==> src/rtl/masked_sbox_layer_seq.sv <==
// Sequences a d-share 4x32 state through PAR external pipelined masked S-boxes.
// Define SBSEQ_RND_STALL_EN to let rnd_valid stall issue and capture.
module masked_sbox_layer_seq #(
  parameter int unsigned d      = 4,
  parameter int unsigned PAR    = 8,
  parameter int unsigned SB_LAT = 4
) (
  input  logic                 clk,
  input  logic                 rst_n,
  input  logic                 start,
  input  logic [128*d-1:0]     state_in,
  input  logic                 rnd_valid,
  output logic [4*PAR*d-1:0]   sb_in,
  output logic                 sb_en,
  input  logic [4*PAR*d-1:0]   sb_out,
  output logic                 busy,
  output logic                 done,
  output logic [128*d-1:0]     state_out
);

  localparam int unsigned G  = 32 / PAR;
  localparam int unsigned IW = (G > 1) ? $clog2(G) : 1;
  localparam logic [IW-1:0] LastGrp = IW'(G - 1);

  typedef enum logic [1:0] {StIdle, StFeed, StDrain, StDone} state_e;

  state_e              state_q;
  logic [IW-1:0]       iss_q;
  logic [IW-1:0]       cap_q;
  logic [SB_LAT-1:0]   vsr_q;
  logic [128*d-1:0]    inbuf_q;
  logic                active;
  logic                cap_fire;

  assign active = (state_q == StFeed) || (state_q == StDrain);

`ifdef SBSEQ_RND_STALL_EN
  assign sb_en = active & rnd_valid;
`else
  logic unused_rnd_valid;
  assign unused_rnd_valid = rnd_valid;
  assign sb_en = active;
`endif

  assign cap_fire = sb_en & vsr_q[SB_LAT-1];

  // Lanes read only the registered input buffer; shares are routed, never combined.
  always_comb begin
    sb_in = '0;
    if (state_q == StFeed) begin
      for (int p = 0; p < int'(PAR); p++) begin
        for (int i = 0; i < 4; i++) begin
          sb_in[(p*4+i)*d +: d] = inbuf_q[(i*32 + int'(iss_q)*int'(PAR) + p)*d +: d];
        end
      end
    end
  end

  always_ff @(posedge clk or negedge rst_n) begin
    if (!rst_n) begin
      state_q   <= StIdle;
      iss_q     <= '0;
      cap_q     <= '0;
      vsr_q     <= '0;
      inbuf_q   <= '0;
      state_out <= '0;
      busy      <= 1'b0;
      done      <= 1'b0;
    end else begin
      done <= 1'b0;

      // vsr marks which S-box pipeline slots carry a real group.
      if (sb_en) begin
        vsr_q <= (vsr_q << 1) | SB_LAT'(state_q == StFeed);
        if (vsr_q[SB_LAT-1]) begin
          for (int p = 0; p < int'(PAR); p++) begin
            for (int i = 0; i < 4; i++) begin
              state_out[(i*32 + int'(cap_q)*int'(PAR) + p)*d +: d] <= sb_out[(p*4+i)*d +: d];
            end
          end
          cap_q <= cap_q + 1'b1;
        end
      end

      unique case (state_q)
        StIdle: begin
          if (start) begin
            inbuf_q <= state_in;
            iss_q   <= '0;
            cap_q   <= '0;
            busy    <= 1'b1;
            state_q <= StFeed;
          end
        end
        StFeed: begin
          if (sb_en) begin
            iss_q <= iss_q + 1'b1;
            if (iss_q == LastGrp) state_q <= StDrain;
          end
        end
        StDrain: begin
          if (cap_fire && (cap_q == LastGrp)) begin
            done    <= 1'b1;
            state_q <= StDone;
          end
        end
        StDone: begin
          busy    <= 1'b0;
          state_q <= StIdle;
        end
      endcase
    end
  end

endmodule

==> config.mk <==
export PLATFORM = sky130hd
export DESIGN_NAME = masked_sbox_layer_seq
export DESIGN_NICKNAME = d
export VERILOG_FILES = /design/src/rtl/masked_sbox_layer_seq.sv
export SDC_FILE = /design/constraint.sdc
export NUM_CORES = 1
export LEC_CHECK = 0
export ABC_AREA = 1
export CELL_PAD_IN_SITES_DETAIL_PLACEMENT = 0
export CELL_PAD_IN_SITES_GLOBAL_PLACEMENT = 1
export CORE_AREA = 2 2 494 496
export CTS_BUF_LIST = sky130_fd_sc_hd__clkbuf_8
export CTS_CLUSTER_DIAMETER = 120
export DETAILED_ROUTE_END_ITERATION = 10
export DIE_AREA = 0 0 496 498
export PLACE_DENSITY_LB_ADDON = 0.1
export SLEW_MARGIN = 0
export SYNTH_ARGS = -nofsm -noshare
export SYNTH_HDL_FRONTEND = slang
export SYNTH_SLANG_ARGS = --single-unit
==> constraint.sdc <==
create_clock -name clk -period 6.7 [get_ports clk]
set_input_delay 0.67 -clock clk [delete_from_list [all_inputs] [get_ports clk]]
set_output_delay 0.67 -clock clk [all_outputs]
set_load 0.01 [all_outputs]
==> parameters.txt <==
Parameter                              Value

Outcome
  Run status ... complete, no violations

Synthesis
  Post-synth EDFFs ... 0
  Most frequent cells after synthesis ... nand2_1 (2,208), dfrtp_1 (1,036), nor2_1 (538), o21ai_0 (494), nand3_1 (474)
  Fraction of synthesis flops using an asynchronous set or reset pin ... 100%
  Avg Inst Size Synth ... 8.00 sq um
  Nets in the synthesized netlist ... 6,439
  Portion of the post-synthesis area used by sequential elements ... 56.1%
  Post-synthesis instance total ... 5,782
  Synthesized flop and latch total ... 1,036
  Most frequent cell after synthesis ... nand2_1
  Cell area after technology mapping ... 46,200 sq um
  Synthesis warning total ... 0
  Number of distinct library cell variants in the gate-level netlist after synthesis ... 26
  Synth area leader ... dfrtp_1
  Cell types with the largest area share after synthesis ... dfrtp_1 (56%), nand2_1 (18%), o21ai_0 (5.3%), nand3_1 (5.1%), nor2_1 (4.4%)
  Post-synth top flop ... dfrtp_1
  Proportion of netlist area held by the largest area contributor ... 56.1%

Detailed routing
  Residual DRC count ... 0
  Average detailed-routed wire length per instance ... 24.3 um
  Post-DRT Antenna Nets ... 0
  Wire length after detailed routing ... 250,000 um
  Vias after detailed routing ... 43,600
  Post-DR vias/cell ... 4.24
  1st-pass router iterations ... 7
  Violation count after the first detailed-routing iteration ... 2,573

Setup path
  Setup crit start kind ... register
  Launch instance of the worst register-to-register path ... cap_q[1]
  Kind of critical path ... reg2out
  Endpoint class of the critical path ... output pin
  CP Capture Point ... sb_in[122]
  Required arrival time at the worst endpoint ... 6030 ps
  Maximum fanout along the worst path ... 95
  Worst Reg2Reg Path Length in Cells ... 8
  Endpoint of the most critical register-to-register path ... state_out[89]
  CP startpoint ... iss_q[1]
  Arrival @ worst endpoint ... 4040 ps
  Worst reg2reg setup slack ... 2890 ps

Clock network
  CTS tree ... built
  Clock Path Buffers ... 3
  CTS buffer count ... 211
  Clk pin slew, worst setup/hold paths ... 60 ps
  Latest clock arrival within the worst-skew pair ... 970 ps
  Resized cells post-CTS ... 0
  Number of H-tree branching levels ... 4
  Clock tree root driver cell ... clkbuf_8
  # clock sinks ... 1,036

Placed design
  # port buffers ... 1,285
  Setup slack at placement ... 2690 ps
  Final GP Congestion ... 0.811
  Detailed placer's ending HPWL ... 171,000 um

Floorplan
  Row Count ... 181
  Die Outline Area ... 247,000 sq um
  Die Y-Extent ... 498 um
  Io pins ... 1,287
  Chip Width ... 496 um
  Effective utilization at floorplan ... 19.1%
  Area of the core region ... 242,000 sq um

GRT
  Congestion Overflow GR ... 0
  Initial antenna violation count ... 146
  Via count of the first global-routing pass ... 43,800
  Wire length of the first global-routing pass ... 349,000 um
  Pin count of the biggest net entering global routing ... 185
  Global routing usage summed across all routing layers ... 19.6%

STA
  Post-route minimum period ... 4710 ps
  Maximum clock frequency ... 0.212 GHz
  Sum of negative setup slack ... 0 ps
  Number of setup violations in the final report ... 0
  Max_slew headroom ... 15.7%
  Final setup slack of the worst path ... 1990 ps
  Period utilization ... 70.3%
  Count of pins over their slew limit ... 0
  Maximum clock skew at final layout ... 57.0 ps
  Number of endpoints with negative hold slack in the final report ... 0
  Transition time at the pin with the least slew margin ... 1260 ps
  Unrepaired setup endpoints after global routing ... false

Final layout
  Final #Nets ... 7,562
  Layout cell share with drive strength beyond 1 ... 5.15%
  Syn-to-layout area delta ... 42.5%
  Filler cells ... 26,600

Power
  PwrDens ... 486 nW/um^2
  Max IR drop VDD ... 232 uV
  Leak ... 0.0301 uW

Flow run
  Max-cap violation count ... 0

Min path
  Class of the most critical hold timing path ... in2reg
==> sequential cells by signal, indices dropped and copies added, names as in the netlist <==
register and cells:
state_out 512, state_q 2, busy 1, iss_q 2, cap_q 2, inbuf_q 512, done 1, vsr_q 4
==> per-stage QoR <==
step / hold WS, ps / instances / total power [uW] / util, % / cell area [sq um]
finish: 229 / 10300 / 32000 / 27.2 / 65900
global route: 127 / 10300 / 34600 / 27.2 / 65800
CTS: 46.4 / 10300 / 32900 / 27.2 / 65800
detailed placement: 460 / 9893 / 25800 / 25.5 / 61700
global placement: 458 / 9893 / 25700 / 25.5 / 61700
floorplan: 374 / 5782 / 17600 / - / 46200
==> routing by layer <==
layer  share of wire, %  wire length, um  up-vias  GRT usage, %
met2                 47           118000     1393          32.5
met3                9.3            23300      511          8.04
met4                3.0             7600      134          5.92
met1                 40           100000    20900          23.1
li1                   -                -    20700             -
met5               0.33              836        -             0
==> worst min path at each step <==
stage	startpoint	end	slack, ps	depth (start not counted)
after floorplan	rst_n	busy	370	0
after global placement	inbuf_q[239]	inbuf_q[239]	460	2
after detailed placement	inbuf_q[244]	inbuf_q[244]	460	2
after CTS	state_in[77]	inbuf_q[77]	50	3
after global routing	state_in[354]	inbuf_q[354]	130	3
final	state_in[77]	inbuf_q[77]	230	3
==> layout by cell type (no fill, tap or decap), types with 32 or more instances in the layout <==
| cell type | count |
|---|---|
| diode_2 | 33 |
| buf_4 | 32 |
| nor2_1 | 538 |
| nand3_1 | 474 |
| inv_1 | 251 |
| nand2_1 | 2208 |
| o21ai_0 | 494 |
| dfrtp_1 | 1032 |
| a21oi_1 | 138 |
| clkdlybuf4s50_1 | 1284 |
| clkbuf_8 | 261 |
| o21ai_1 | 246 |
==> layout make-up <==
cell class	count	area, sq um	share of cell area, %
tap	3202	4010	6.08
inverter	179	724	1.10
multi-input combinational	4139	17500	26.5
clock buffer	261	3590	5.45
timing repair buffer	1338	13500	20.5
sequential	1036	25900	39.4
clock inverter	102	542	0.822
antenna	33	82.6	0.125
==> logic make-up after synthesis <==
family,count (synthesis),share of synthesized area [%]
flops,1036,56.1
compound gates,885,9.63
buf+inv,607,6.17
simple gates,3241,27.8
fa+ha+maj,13,0.352
==> critical path, cell delays in order (launching register included) <==
cell	delay, ps
dfrtp_4	770
inv_6	260
buf_12	360
nor2_1	200
o21ai_0	90
a21oi_1	300
clkdlybuf4s50_1	810
==> repair_timing <==
action / CTS / global route
buffers inserted: 0 / 0
hold buffers: 1 / 0
endpoints found under the hold margin: 43 / 0
==> power by group <==
| group | internal, uW | switching [uW] | leakage (uW) |
|---|---|---|---|
| combinational | 5760 | 8660 | 0.0155 |
| clock | 3530 | 3170 | 0.00243 |
| sequential | 9240 | 1670 | 0.0122 |
No activity file was read; power rests on OpenSTA's default activity.
